[src/rtl/oyun_pkg.sv]
// Shared definitions for the game scorer: FSM state encodings and the point table.
package oyun_pkg;

  typedef enum logic [1:0] {
    IDLE = 2'd0,
    PLAY = 2'd1,
    DONE = 2'd2
  } durum_t;

  // 2-bit points per (X,Y) cell, indexed by {X,Y}; row/column 0 scores nothing.
  localparam logic [31:0] PUAN_TBL = {
    2'd1, 2'd2, 2'd1, 2'd0,   // X=3: Y=3..0
    2'd2, 2'd3, 2'd2, 2'd0,   // X=2
    2'd1, 2'd2, 2'd1, 2'd0,   // X=1
    2'd0, 2'd0, 2'd0, 2'd0    // X=0
  };

endpackage

[src/rtl/oyun_puan.sv]
// Combinational point lookup for one player's (X,Y) coordinate pair.
import oyun_pkg::*;

module oyun_puan (
  input  logic [1:0] x,
  input  logic [1:0] y,
  output logic [1:0] p
);

  logic [4:0] idx;

  assign idx = {x, y, 1'b0};
  assign p   = PUAN_TBL[idx +: 2];

endmodule

[src/rtl/oyun_skor.sv]
// Round-based game scorer: accumulates round wins and points, decides the game outcome.
import oyun_pkg::*;

module oyun_skor #(
  parameter  int ROUNDS = 3,
  parameter  int NEED   = 2,
  parameter  int THRESH = 5,
  parameter  int EARLY  = 1,
  localparam int CW     = $clog2(ROUNDS + 1)
) (
  input  logic          clk,
  input  logic          rst_n,
  input  logic          start,
  input  logic          in_valid,
  output logic          in_ready,
  input  logic [1:0]    X1,
  input  logic [1:0]    Y1,
  input  logic [1:0]    X2,
  input  logic [1:0]    Y2,
  output logic          busy,
  output logic          done,
  output logic          O,
  output logic [CW-1:0] wins,
  output logic [CW-1:0] played,
  output logic [6:0]    total
);

  durum_t        state, state_nx;
  logic [1:0]    p1, p2;
  logic [2:0]    sum;
  logic          win, accept, finish;
  logic          won_nx, lost_nx;
  logic [CW-1:0] wins_nx, played_nx;
  logic [4:0]    reach_nx;

  oyun_puan u_puan1 (.x(X1), .y(Y1), .p(p1));
  oyun_puan u_puan2 (.x(X2), .y(Y2), .p(p2));

  assign sum       = {1'b0, p1} + {1'b0, p2};
  assign win       = (sum >= 3'(THRESH));
  assign accept    = in_valid && (state == PLAY);
  assign wins_nx   = wins + CW'(win);
  assign played_nx = played + CW'(1);

  // Best achievable win count if every remaining round were won.
  assign reach_nx  = 5'(wins_nx) + 5'(ROUNDS) - 5'(played_nx);
  assign won_nx    = (5'(wins_nx) >= 5'(NEED));
  assign lost_nx   = (reach_nx < 5'(NEED));
  assign finish    = accept && ((played_nx == CW'(ROUNDS)) ||
                                ((EARLY != 0) && (won_nx || lost_nx)));

  always_ff @(posedge clk or negedge rst_n) begin
    if (!rst_n) state <= IDLE;
    else        state <= state_nx;
  end

  always_comb begin
    state_nx = state;
    if (start)       state_nx = PLAY;
    else if (finish) state_nx = DONE;
  end

  always_comb begin
    in_ready = 1'b0;
    busy     = 1'b0;
    done     = 1'b0;
    unique case (state)
      PLAY: begin
        in_ready = 1'b1;
        busy     = 1'b1;
      end
      DONE:    done = 1'b1;
      default: ;
    endcase
  end

  // start outranks a same-cycle accept, so that round is dropped.
  always_ff @(posedge clk or negedge rst_n) begin
    if (!rst_n) begin
      wins   <= '0;
      played <= '0;
      total  <= '0;
      O      <= 1'b0;
    end else if (start) begin
      wins   <= '0;
      played <= '0;
      total  <= '0;
      O      <= 1'b0;
    end else if (accept) begin
      wins   <= wins_nx;
      played <= played_nx;
      total  <= total + {4'b0, sum};
      O      <= finish && won_nx;
    end
  end

endmodule

[config.mk]
export PLATFORM = sky130hd
export DESIGN_NAME = oyun_skor
export DESIGN_NICKNAME = d
export VERILOG_FILES = /design/src/rtl/oyun_pkg.sv /design/src/rtl/oyun_puan.sv /design/src/rtl/oyun_skor.sv
export SDC_FILE = /design/constraint.sdc
export NUM_CORES = 1
export LEC_CHECK = 0
export BUFFER_PORTS_ARGS = -buffer_cell sky130_fd_sc_hd__buf_2
export CORE_UTILIZATION = 53
export DETAILED_ROUTE_END_ITERATION = 10
export PLACE_DENSITY = 0.92
export SYNTH_ARGS = -nofsm -noshare
export SYNTH_HDL_FRONTEND = slang
export SYNTH_SLANG_ARGS = --single-unit
[constraint.sdc]
create_clock -name clk -period 4.52 [get_ports clk]
set_clock_uncertainty 0.2 [all_clocks]
set_input_delay 0.904 -clock clk [delete_from_list [all_inputs] [get_ports clk]]
set_output_delay 0.904 -clock clk [all_outputs]
set_load 0.03 [all_outputs]
==> impl_metrics.json <==
{
  "cts_buffers": 3,
  "synth_edf_count": 0,
  "cts_tree": "built",
  "met1_usage": 0.281,
  "max_slew_margin": 0.703,
  "ant_nets": 0,
  "run_status": "complete, no violations",
  "grt_busiest_layer": "met2",
  "post_synth.cell_area_avg_um2": 9.44,
  "core_area_mm2": 0.00154,
  "ir_drop_mv": 0.361,
  "grt_pass1_vias": 733,
  "ys.flop_type": "dfrtp_1",
  "hold_path_class": "input port to asynchronous set/reset pin",
  "drive_gt1_frac": 0.256,
  "cp.required_ns": 4.47,
  "totalWireLength_um": 1720,
  "grt_max_degree": 15,
  "worstMarginPinSlew_ns": 0.446,
  "antenna_found_initial": 0,
  "ys_ff_latch": 14,
  "clkLatencyLatePin_ns": 0.27,
  "remaining_drc_errors": 0,
  "cp_max_fo": 4,
  "final_cell_mix": "buf_2, dfrtp_1, nor2_1, a21oi_1, nand2_1",
  "fin_crit_ns": 3.85,
  "clock-root-buffer": "clkbuf_4",
  "grt_overflow_total": 0,
  "cts_buffer_depth": 2,
  "hold_violations": 0,
  "vias": 746,
  "antenna_cells": 0,
  "netlist_area_um2": 897,
  "worst_ep_arrival_time_ns": 3.80,
  "place_inst": 134,
  "placed_cell_area_mm2": 0.00102,
  "ys_warn_count": 0,
  "netlist_instances": 95,
  "wire_per_inst_um": 12.6,
  "vias_per_cell": 5.45,
  "clk_pin_slew_worst_paths_ns": 0.08,
  "hold_buffers": 0,
  "nets": 144,
  "fin_setup_tns_ns": 0,
  "max_stage_delay_ns": 0.54,
  "synthDistinctLibCells": 27,
  "first_iter_violations": 4,
  "drt_pass1_iterations": 3,
  "pin_count": 27,
  "powerDensity_mw_per_mm2": 511,
  "cts.htree.levels": 1,
  "gp_congestion": 0.739,
  "post-cts-setup-buffer-count": 0,
  "fin_area_mm2": 0.00105,
  "crit_path_end_kind": "flop",
  "fp.dieW_um": 43.1,
  "grt_pass1_wl_um": 2990,
  "grt_usage": 0.217,
  "seq_area_frac_synth": 0.391,
  "slowest_stage": "fa_1",
  "cp-start-kind": "input port",
  "path_cells": "buf_2, nor4bb_1, a21o_1, ha_1, inv_1, fa_1, inv_1, o21a_1, ha_1, xor2_1, fa_1, nor2_1, o31ai_1, a21oi_1",
  "met3_usage": 0.0170,
  "fin_cells": 137,
  "cap_violations": 0,
  "drv_slew": 0,
  "cp_top_family": "adder cells",
  "setup_viol": 0,
  "use_met2": 0.340,
  "power.leakage_nw": 0.558,
  "cts.sinks": 14,
  "initial_core_util": 0.582,
  "syn_to_final_growth_pct": 16.7,
  "critical_path_class": "input port to flop",
  "async_reset_ff_frac": 1.00,
  "fin_crit_sh": 0.852,
  "layout_commonest_cell": "buf_2",
  "rsz0062_at_grt": "false",
  "totalPowerFinal_mw": 0.535,
  "num_rows": 14,
  "worst-path-buf-inv": 3,
  "hpwl_um": 1370,
  "cts_resized": 0,
  "die-area_mm2": 0.00186,
  "syn_nets": 116,
  "die_h_um": 43.1,
  "portBuffers": 26,
  "clock.fmax_mhz": 260
}
==> report_power, final <==
part           total (mW)  switching, mW  internal [mW]  leakage, nW
combinational       0.285          0.188         0.0967        0.357
sequential          0.182         0.0280          0.154        0.187
clock              0.0678         0.0369         0.0309       0.0138
==> worst register-to-register path, cell delays in order, from the launching register on <==
cell     delay (ns)
dfrtp_1        0.42
ha_1           0.24
xor2_1         0.21
fa_1           0.54
nor2_1         0.04
o31ai_1        0.28
a21oi_1        0.12
==> area by class of cell <==
cell class / count / area, um2
Tap cell: 16 / 20.0
Timing Repair Buffer: 26 / 130
Clock buffer: 3 / 22.5
Multi-Input combinational cell: 71 / 498
Inverter: 7 / 26.3
Sequential cell: 14 / 350
Fill cell: 124 / 494
==> registers in the layout, indices dropped and copies added (netlist names) <==
| name | flops |
|---|---|
| played | 2 |
| wins | 2 |
| O | 1 |
| total | 7 |
| state | 2 |
==> per-layer routing <==
metal  up-vias  wire (um)
li1        373          -
met1       347        742
met2        19        866
met3         7         58
met4         0         53
met5         -          0
==> worst paths after layout <==
| kind | end | from | slack [ns] | cells after the start |
|---|---|---|---|---|
| worst max-delay path | state[1] | Y2[0] | 0.67 | 14 |
| worst min-delay path | total[4] | rst_n | 0.31 | 1 |
| worst max register to register | state[1] | wins[0] | 2.35 | 6 |
| worst min register to register | played[1] | played[1] | 0.35 | 2 |
| max in group asynchronous | state[1] | rst_n | 3.58 | 1 |
| min in group clk | played[1] | played[1] | 0.35 | 2 |
==> cell usage after synthesis, types with 2 or more instances <==
master	instances	share of area
a21o_1	4	0.033
inv_1	7	0.029
a21oi_1	10	0.056
o21ai_0	4	0.022
xnor2_1	2	0.020
dfrtp_1	14	0.39
nor2_1	14	0.059
nor2b_1	2	0.014
nand2_1	9	0.038
ha_1	6	0.084
nor4bb_1	2	0.022
xor2_1	4	0.039
fa_1	3	0.067
==> stage by stage <==
step | hold WS, ns | setup slack [ns] | util
2_1_floorplan | 0.301 | 0.708 | -
3_5_place_dp | 0.340 | 0.382 | 0.665
4_1_cts | 0.312 | 0.680 | 0.679
5_1_grt | 0.325 | 0.466 | 0.679
3_3_place_gp | 0.321 | 0.490 | 0.665
6_report | 0.305 | 0.670 | 0.679
==> cells by family (layout without fill, tap and decap cells) <==
group,count (synthesis),in the layout,synth area share
flops,14,14,0.391
buf+inv,10,36,0.0544
xor+xnor,6,6,0.0586
simple gates,34,34,0.184
compound gates,22,22,0.162
fa+ha+maj,9,9,0.151
(Power assumes the default switching activity.)
